## src/rtl/blink_pkg.sv

```systemverilog
// Shared constants for the Blink RTC block: I/O port map and TSTA bit positions.
package blink_pkg;

  localparam logic [7:0] PORT_TACK = 8'hB4;
  localparam logic [7:0] PORT_TSTA = 8'hB5;
  localparam logic [7:0] PORT_TMK  = 8'hB5;
  localparam logic [7:0] PORT_TIM0 = 8'hD0;
  localparam logic [7:0] PORT_TIM1 = 8'hD1;
  localparam logic [7:0] PORT_TIM2 = 8'hD2;
  localparam logic [7:0] PORT_TIM3 = 8'hD3;
  localparam logic [7:0] PORT_TIM4 = 8'hD4;
  localparam logic [7:0] PORT_ALM0 = 8'hD5;
  localparam logic [7:0] PORT_ALM1 = 8'hD6;
  localparam logic [7:0] PORT_ALM2 = 8'hD7;

  localparam int unsigned TSTA_TICK = 0;
  localparam int unsigned TSTA_SEC  = 1;
  localparam int unsigned TSTA_MIN  = 2;
  localparam int unsigned TSTA_ALM  = 3;

endpackage

```

## src/rtl/rtc_stat_bit.sv

```systemverilog
// Sticky status flag: set has priority over clear so an event coinciding
// with an acknowledge is never lost.
module rtc_stat_bit (
  input  logic mck,
  input  logic rin_n,
  input  logic set,
  input  logic clr,
  output logic q
);

  always_ff @(posedge mck) begin
    if (!rin_n)   q <= 1'b0;
    else if (set) q <= 1'b1;
    else if (clr) q <= 1'b0;
  end

endmodule

```

## src/rtl/blink_rtc.sv

```systemverilog
// Blink real-time clock: tick prescaler, TIM0-TIM4 time counters, TSTA/TMK
// status and mask, one-shot minute alarm, on the Z80 I/O register bus.
module blink_rtc
  import blink_pkg::*;
#(
  parameter int unsigned TICK_DIV      = 49152,
  parameter int unsigned TICKS_PER_SEC = 200,
  parameter int unsigned SEC_PER_MIN   = 60,
  parameter int unsigned MIN_W         = 21,
  parameter int unsigned ALARM_EN      = 1
) (
  input  logic       mck,
  input  logic       rin_n,
  input  logic       flp,
  input  logic       restim,
  input  logic [7:0] ca,
  input  logic [7:0] cdi,
  input  logic       ior_n,
  input  logic       crd_n,
  output logic [7:0] rdata,
  output logic       rhit,
  output logic [3:0] tsta,
  output logic       rtc_int
);

  localparam int unsigned PW = (TICK_DIV > 1) ? $clog2(TICK_DIV) : 1;

  if (TICKS_PER_SEC > 256 || SEC_PER_MIN > 64 || MIN_W < 17 || MIN_W > 24) begin : g_param_err
    $error("blink_rtc: TICKS_PER_SEC<=256, SEC_PER_MIN<=64, MIN_W in 17..24 required");
  end

  logic [PW-1:0]    presc;
  logic [7:0]       tim0, tim1, sh_tim1;
  logic [MIN_W-1:0] timm, sh_timm, timm_nxt;
  logic [23:0]      sh_timm_ext;
  logic [3:0]       tmk, set_vec, clr_vec;
  logic             io_rd, io_wr, io_rd_d, io_wr_d, rd_p, wr_p;
  logic             hold, tick, sec_wrap, min_wrap, alm_hit;
  logic             rd_hit;
  logic [7:0]       rd_val;

  // Strobes are edge-qualified so a long I/O cycle produces a single access.
  assign io_rd = !ior_n && !crd_n;
  assign io_wr = !ior_n &&  crd_n;
  assign rd_p  = rin_n && io_rd && !io_rd_d;
  assign wr_p  = rin_n && io_wr && !io_wr_d;

  assign hold     = (!rin_n && flp) || restim;
  assign tick     = !hold && (presc == PW'(TICK_DIV - 1));
  assign sec_wrap = tick && (tim0 == 8'(TICKS_PER_SEC - 1));
  assign min_wrap = sec_wrap && (tim1 == 8'(SEC_PER_MIN - 1));
  assign timm_nxt = timm + 1'b1;

  always_ff @(posedge mck) begin
    if (hold) begin
      presc   <= '0;
      tim0    <= '0;
      tim1    <= '0;
      timm    <= '0;
      sh_tim1 <= '0;
      sh_timm <= '0;
    end else begin
      presc <= tick ? '0 : presc + 1'b1;
      if (tick)     tim0 <= sec_wrap ? '0 : tim0 + 1'b1;
      if (sec_wrap) tim1 <= min_wrap ? '0 : tim1 + 1'b1;
      if (min_wrap) timm <= timm_nxt;
      // TIM0 read freezes the upper bytes so a multi-byte read is coherent.
      if (rd_p && ca == PORT_TIM0) begin
        sh_tim1 <= tim1;
        sh_timm <= timm;
      end
    end
  end

  if (ALARM_EN != 0) begin : g_alarm
    logic [MIN_W-1:0] alm;
    logic             armed;

    assign alm_hit = min_wrap && armed && (timm_nxt == alm);

    always_ff @(posedge mck) begin
      if (!rin_n) begin
        alm   <= '0;
        armed <= 1'b0;
      end else begin
        if (wr_p) begin
          case (ca)
            PORT_ALM0: alm[7:0]        <= cdi;
            PORT_ALM1: alm[15:8]       <= cdi;
            PORT_ALM2: alm[MIN_W-1:16] <= cdi[MIN_W-17:0];
            default: ;
          endcase
        end
        if (wr_p && ca == PORT_ALM2)                              armed <= 1'b1;
        else if (wr_p && (ca == PORT_ALM0 || ca == PORT_ALM1))    armed <= 1'b0;
        else if (alm_hit)                                         armed <= 1'b0;
      end
    end
  end else begin : g_no_alarm
    assign alm_hit = 1'b0;
  end

  always_comb begin
    set_vec            = '0;
    set_vec[TSTA_TICK] = tick;
    set_vec[TSTA_SEC]  = sec_wrap;
    set_vec[TSTA_MIN]  = min_wrap;
    set_vec[TSTA_ALM]  = alm_hit;
    clr_vec            = (wr_p && ca == PORT_TACK) ? cdi[3:0] : '0;
  end

  for (genvar i = 0; i < 4; i++) begin : g_stat
    rtc_stat_bit u_stat (
      .mck  (mck),
      .rin_n(rin_n),
      .set  (set_vec[i]),
      .clr  (clr_vec[i]),
      .q    (tsta[i])
    );
  end

  assign rtc_int = |(tsta & tmk);

  always_comb begin
    sh_timm_ext              = '0;
    sh_timm_ext[MIN_W-1:0]   = sh_timm;
  end

  always_comb begin
    rd_hit = 1'b1;
    rd_val = '0;
    case (ca)
      PORT_TSTA: rd_val = {4'b0, tsta};
      PORT_TIM0: rd_val = tim0;
      PORT_TIM1: rd_val = {2'b0, sh_tim1[5:0]};
      PORT_TIM2: rd_val = sh_timm_ext[7:0];
      PORT_TIM3: rd_val = sh_timm_ext[15:8];
      PORT_TIM4: rd_val = sh_timm_ext[23:16];
      default:   rd_hit = 1'b0;
    endcase
  end

  always_ff @(posedge mck) begin
    if (!rin_n) begin
      io_rd_d <= 1'b0;
      io_wr_d <= 1'b0;
      tmk     <= '0;
      rdata   <= '0;
      rhit    <= 1'b0;
    end else begin
      io_rd_d <= io_rd;
      io_wr_d <= io_wr;
      if (wr_p && ca == PORT_TMK) tmk <= cdi[3:0];
      rhit <= rd_p && rd_hit;
      if (rd_p && rd_hit) rdata <= rd_val;
    end
  end

endmodule

```

## config.mk

```make
export PLATFORM = sky130hd
export DESIGN_NAME = blink_rtc
export DESIGN_NICKNAME = d
export VERILOG_FILES = /design/src/rtl/blink_pkg.sv /design/src/rtl/rtc_stat_bit.sv /design/src/rtl/blink_rtc.sv
export SDC_FILE = /design/constraint.sdc
export NUM_CORES = 1
export LEC_CHECK = 0
export BUFFER_PORTS_ARGS = -buffer_cell sky130_fd_sc_hd__buf_2
export CAP_MARGIN = 0
export CORE_MARGIN = 4
export CORE_UTILIZATION = 55
export DETAILED_ROUTE_END_ITERATION = 8
export GPL_ROUTABILITY_DRIVEN = 0
export PLACE_DENSITY = 0.77
export SLEW_MARGIN = 5
export SYNTH_ARGS = -nofsm -noshare
export SYNTH_HDL_FRONTEND = slang
export SYNTH_SLANG_ARGS = --single-unit
export TNS_END_PERCENT = 30
```

## constraint.sdc

```tcl
create_clock -name mck -period 2.4 [get_ports mck]
set_input_delay 0.24 -clock mck [delete_from_list [all_inputs] [get_ports mck]]
set_output_delay 0.24 -clock mck [all_outputs]
set_load 0.01 [all_outputs]
```

==> results.md <==
- Worst Hold Slack: 53.9 ps
- CTS Buf Count: 17
- Reg2Reg Depth: 7
- Initial drt markers: 500
- I/O Buffers: 35
- Global-route wire length before repair: 24800 um
- Final Hold Viols: 0
- Die ar.: 0.0121 mm2
- Worst Setup End Kind: flop
- Antenna violations before repair: 0
- Initial Utilization: 56.1%
- Register area share after synthesis: 42.2%
- RSZ-0062 raised after global routing: true
- P_leak: 0.00263 uW
- Share of layout cells above drive strength 1: 20.5%
- Reg-to-reg endpoint: g_stat[3].u_stat.q
- Clk Latency, worst-skew pair: 520 ps
- Vias in the first global route: 5113
- CTS clk-pin slew, worst paths: 50 ps
- Max cap viols: 0
- Largest net degree at the start of global routing: 38
- Fmax: 383 MHz
- Synth area leaders: dfxtp_1 42%, xnor2_1 7.2%, nand2_1 6.7%
- Crit path arrival time: 3030 ps
- Total track usage: 26.4%
- Largest fanout on the critical path: 7
- Synthesis-stage register bit count: 121
- Finish-stage setup viols: 5
- Worst Setup Start Kind: flop
- Top cell type by total area after synthesis: dfxtp_1
- Most common cell in the netlist: dfxtp_1
- CTS tree: done
- Post-synth top area share: 42.2%
- Area growth, synth to finish: 23.6%
- Crit Reg-Reg Startpoint: tim1[7]
- Vias per cell: 5.83
- Failing checks: setup timing
- Run status: finished, violations left
- Hold_sp: cdi[3]
- Final Net Count: 785
- Critical Path RT: 2810 ps
- HPWL after detailed placement: 10600 um
- Worst hold path class: in -> reg
- Setup CP Type: reg -> reg
- Layout Skew: 9.32 ps
- Number of core rows: 37
- Post-synthesis cell area: 0.00574 mm2
- Pre-antenna DRT Iters: 6
- Antenna fix cells: 0
- Cell area power density: 645 mW/mm2
- H-tree depth: 4
- EDFF count, synth: 0
- Syn Nets: 705
- Period minus WS final: 2610 ps
- Drt total wl: 15700 um
- Fin worst setup slack: -213 ps
- Relative slew slack: 49.7%
- Hold depth: 3
- Post-synthesis cell type count: 53
- Final count of pins violating max slew: 0
- Clock root cell: clkbuf_8
- Core area: 0.0102 mm2
- Clock Sinks: 121
- Tcrit/Tclk final: 109%
- Wire per inst: 17.3 um
- Remaining routing DRC violations: 0
- Post-route ant nets: 0
- Die Span X: 110 um
- Non-filler cells, final: 906
- Hold worst-path end: tmk[3]
- Reg2Reg Setup Slack: -210 ps
- Synth Flop Type: dfxtp_1
- Synth Warn #: 0
- Avg Synthesized Cell Area: 8.47 um2
- Placed Instances: 865
- Slew at the pin with the worst max-slew slack: 748 ps
- Synth top cells by count: 121 x dfxtp_1, 103 x nand2_1, 96 x nor2_1, 47 x xnor2_1, 43 x a21oi_1
- Gr ovfl total: 0
- Syn Inst Count: 678
- # IOs: 36
- Post-synth ARST share: 0%
- Maximum vdd ir drop: 373 uV
- Vias: 5285
- Max Root-Sink Buffers: 2
- Die H: 110 um
## worst max-delay path, stage by stage, from the launching register on
cell and delay, ps:
dfxtp_1 310, or3_1 360, or4_4 550, or4b_4 580
a211oi_2 170, nand4_1 140, buf_4 170, o41ai_2 230
## layout by cell type (no fill, tap or decap), types with 4 or more instances in the layout
cell type	n
nor3_1	16
clkbuf_16	16
nand2_1	103
a311oi_1	6
and3_1	9
o21ai_0	9
clkinv_2	4
dlygate4sd3_1	7
clkbuf_8	4
nor2_1	93
a21oi_1	41
a22oi_1	7
nor4_1	7
dfxtp_1	116
nand2b_1	5
nand3_1	21
buf_4	57
nand4_1	20
nand4b_1	5
mux2i_1	29
inv_1	8
buf_2	35
xor2_1	22
mux4_2	6
xnor2_1	47
or3_1	7
## kinds of logic (layout without fill, tap and decap cells)
group           count (synthesis)  count (layout)  synth area share, %
xor+xnor                       69              69                 10.5
fa+ha+maj                       5               5                 1.09
simple gates                  316             316                 26.3
flops                         121             121                 42.2
mux                            35              35                 7.41
compound gates                 83              83                 8.89
buf+inv                        49             141                 3.62
## routing by layer
| layer | track usage, % | part of all wire [%] | wire (um) | vias up |
|---|---|---|---|---|
| met5 | 0 | 0 | 0 | - |
| met4 | 12.2 | 3.2 | 505 | 0 |
| met3 | 6.41 | 6.5 | 1010 | 45 |
| met2 | 43.6 | 50 | 7790 | 227 |
| met1 | 32.3 | 41 | 6370 | 2506 |
| li1 | - | - | - | 2507 |
## power breakdown
part | switching (uW) | internal [uW]
Clock | 888 | 1550
Combinational | 84.1 | 44.2
Sequential | 2.84 | 2010
Total | 975 | 3600
## how the worst max path moves through the flow
stage / end / from
global route: g_stat[3].u_stat.q / tim1[1]
CTS: g_alarm.armed / tim1[7]
finish: g_stat[3].u_stat.q / tim1[7]
detailed placement: g_alarm.armed / tim1[7]
global placement: g_alarm.armed / tim1[7]
floorplan: g_alarm.armed / tim1[7]
## sequential cells by signal (all words and copies together) (netlist names)
signal	count
g_alarm.alm	21
presc	16
rhit	1
timm	21
io_wr_d	1
tim1	8
tmk	4
io_rd_d	1
tim0	8
g_stat.u_stat.q	4
sh_timm	21
sh_tim1	6
g_alarm.armed	1
rdata	8
## repair_timing
| action | CTS | global route |
|---|---|---|
| gates resized for setup | 2 | 18 |
| cloned | 0 | 0 |
| hold endpoints to repair | 11 | 0 |
| pin swaps | 2 | 9 |
| hold buffers | 7 | 0 |
| endpoints found under the setup margin | 11 | 20 |
| setup buffers | 0 | 3 |
## final cells by class
cell class | instances | area [um2]
multi-input cells | 508 | 3200
fillers | 741 | 3140
repair buffers | 100 | 688
inverters | 10 | 37.5
clock buffers | 23 | 467
clock inverters | 8 | 95.1
well taps | 136 | 170
flip-flops and latches | 121 | 2430
## through the flow
step | cell area (um2) | setup WS [ps] | total power [uW] | TNS, ps | util (%)
6_report | 7100 | -213 | 4580 | -561 | 69.4
5_1_grt | 7100 | -315 | 4690 | -1710 | 69.4
4_1_cts | 7000 | -154 | 4590 | -415 | 68.4
3_5_place_dp | 6360 | -201 | 2170 | -892 | 62.1
3_3_place_gp | 6360 | -130 | 2170 | -494 | 62.1
2_1_floorplan | 5770 | -58.6 | 2120 | -202 | -
Note: power is estimated with default switching activity, not from simulation.
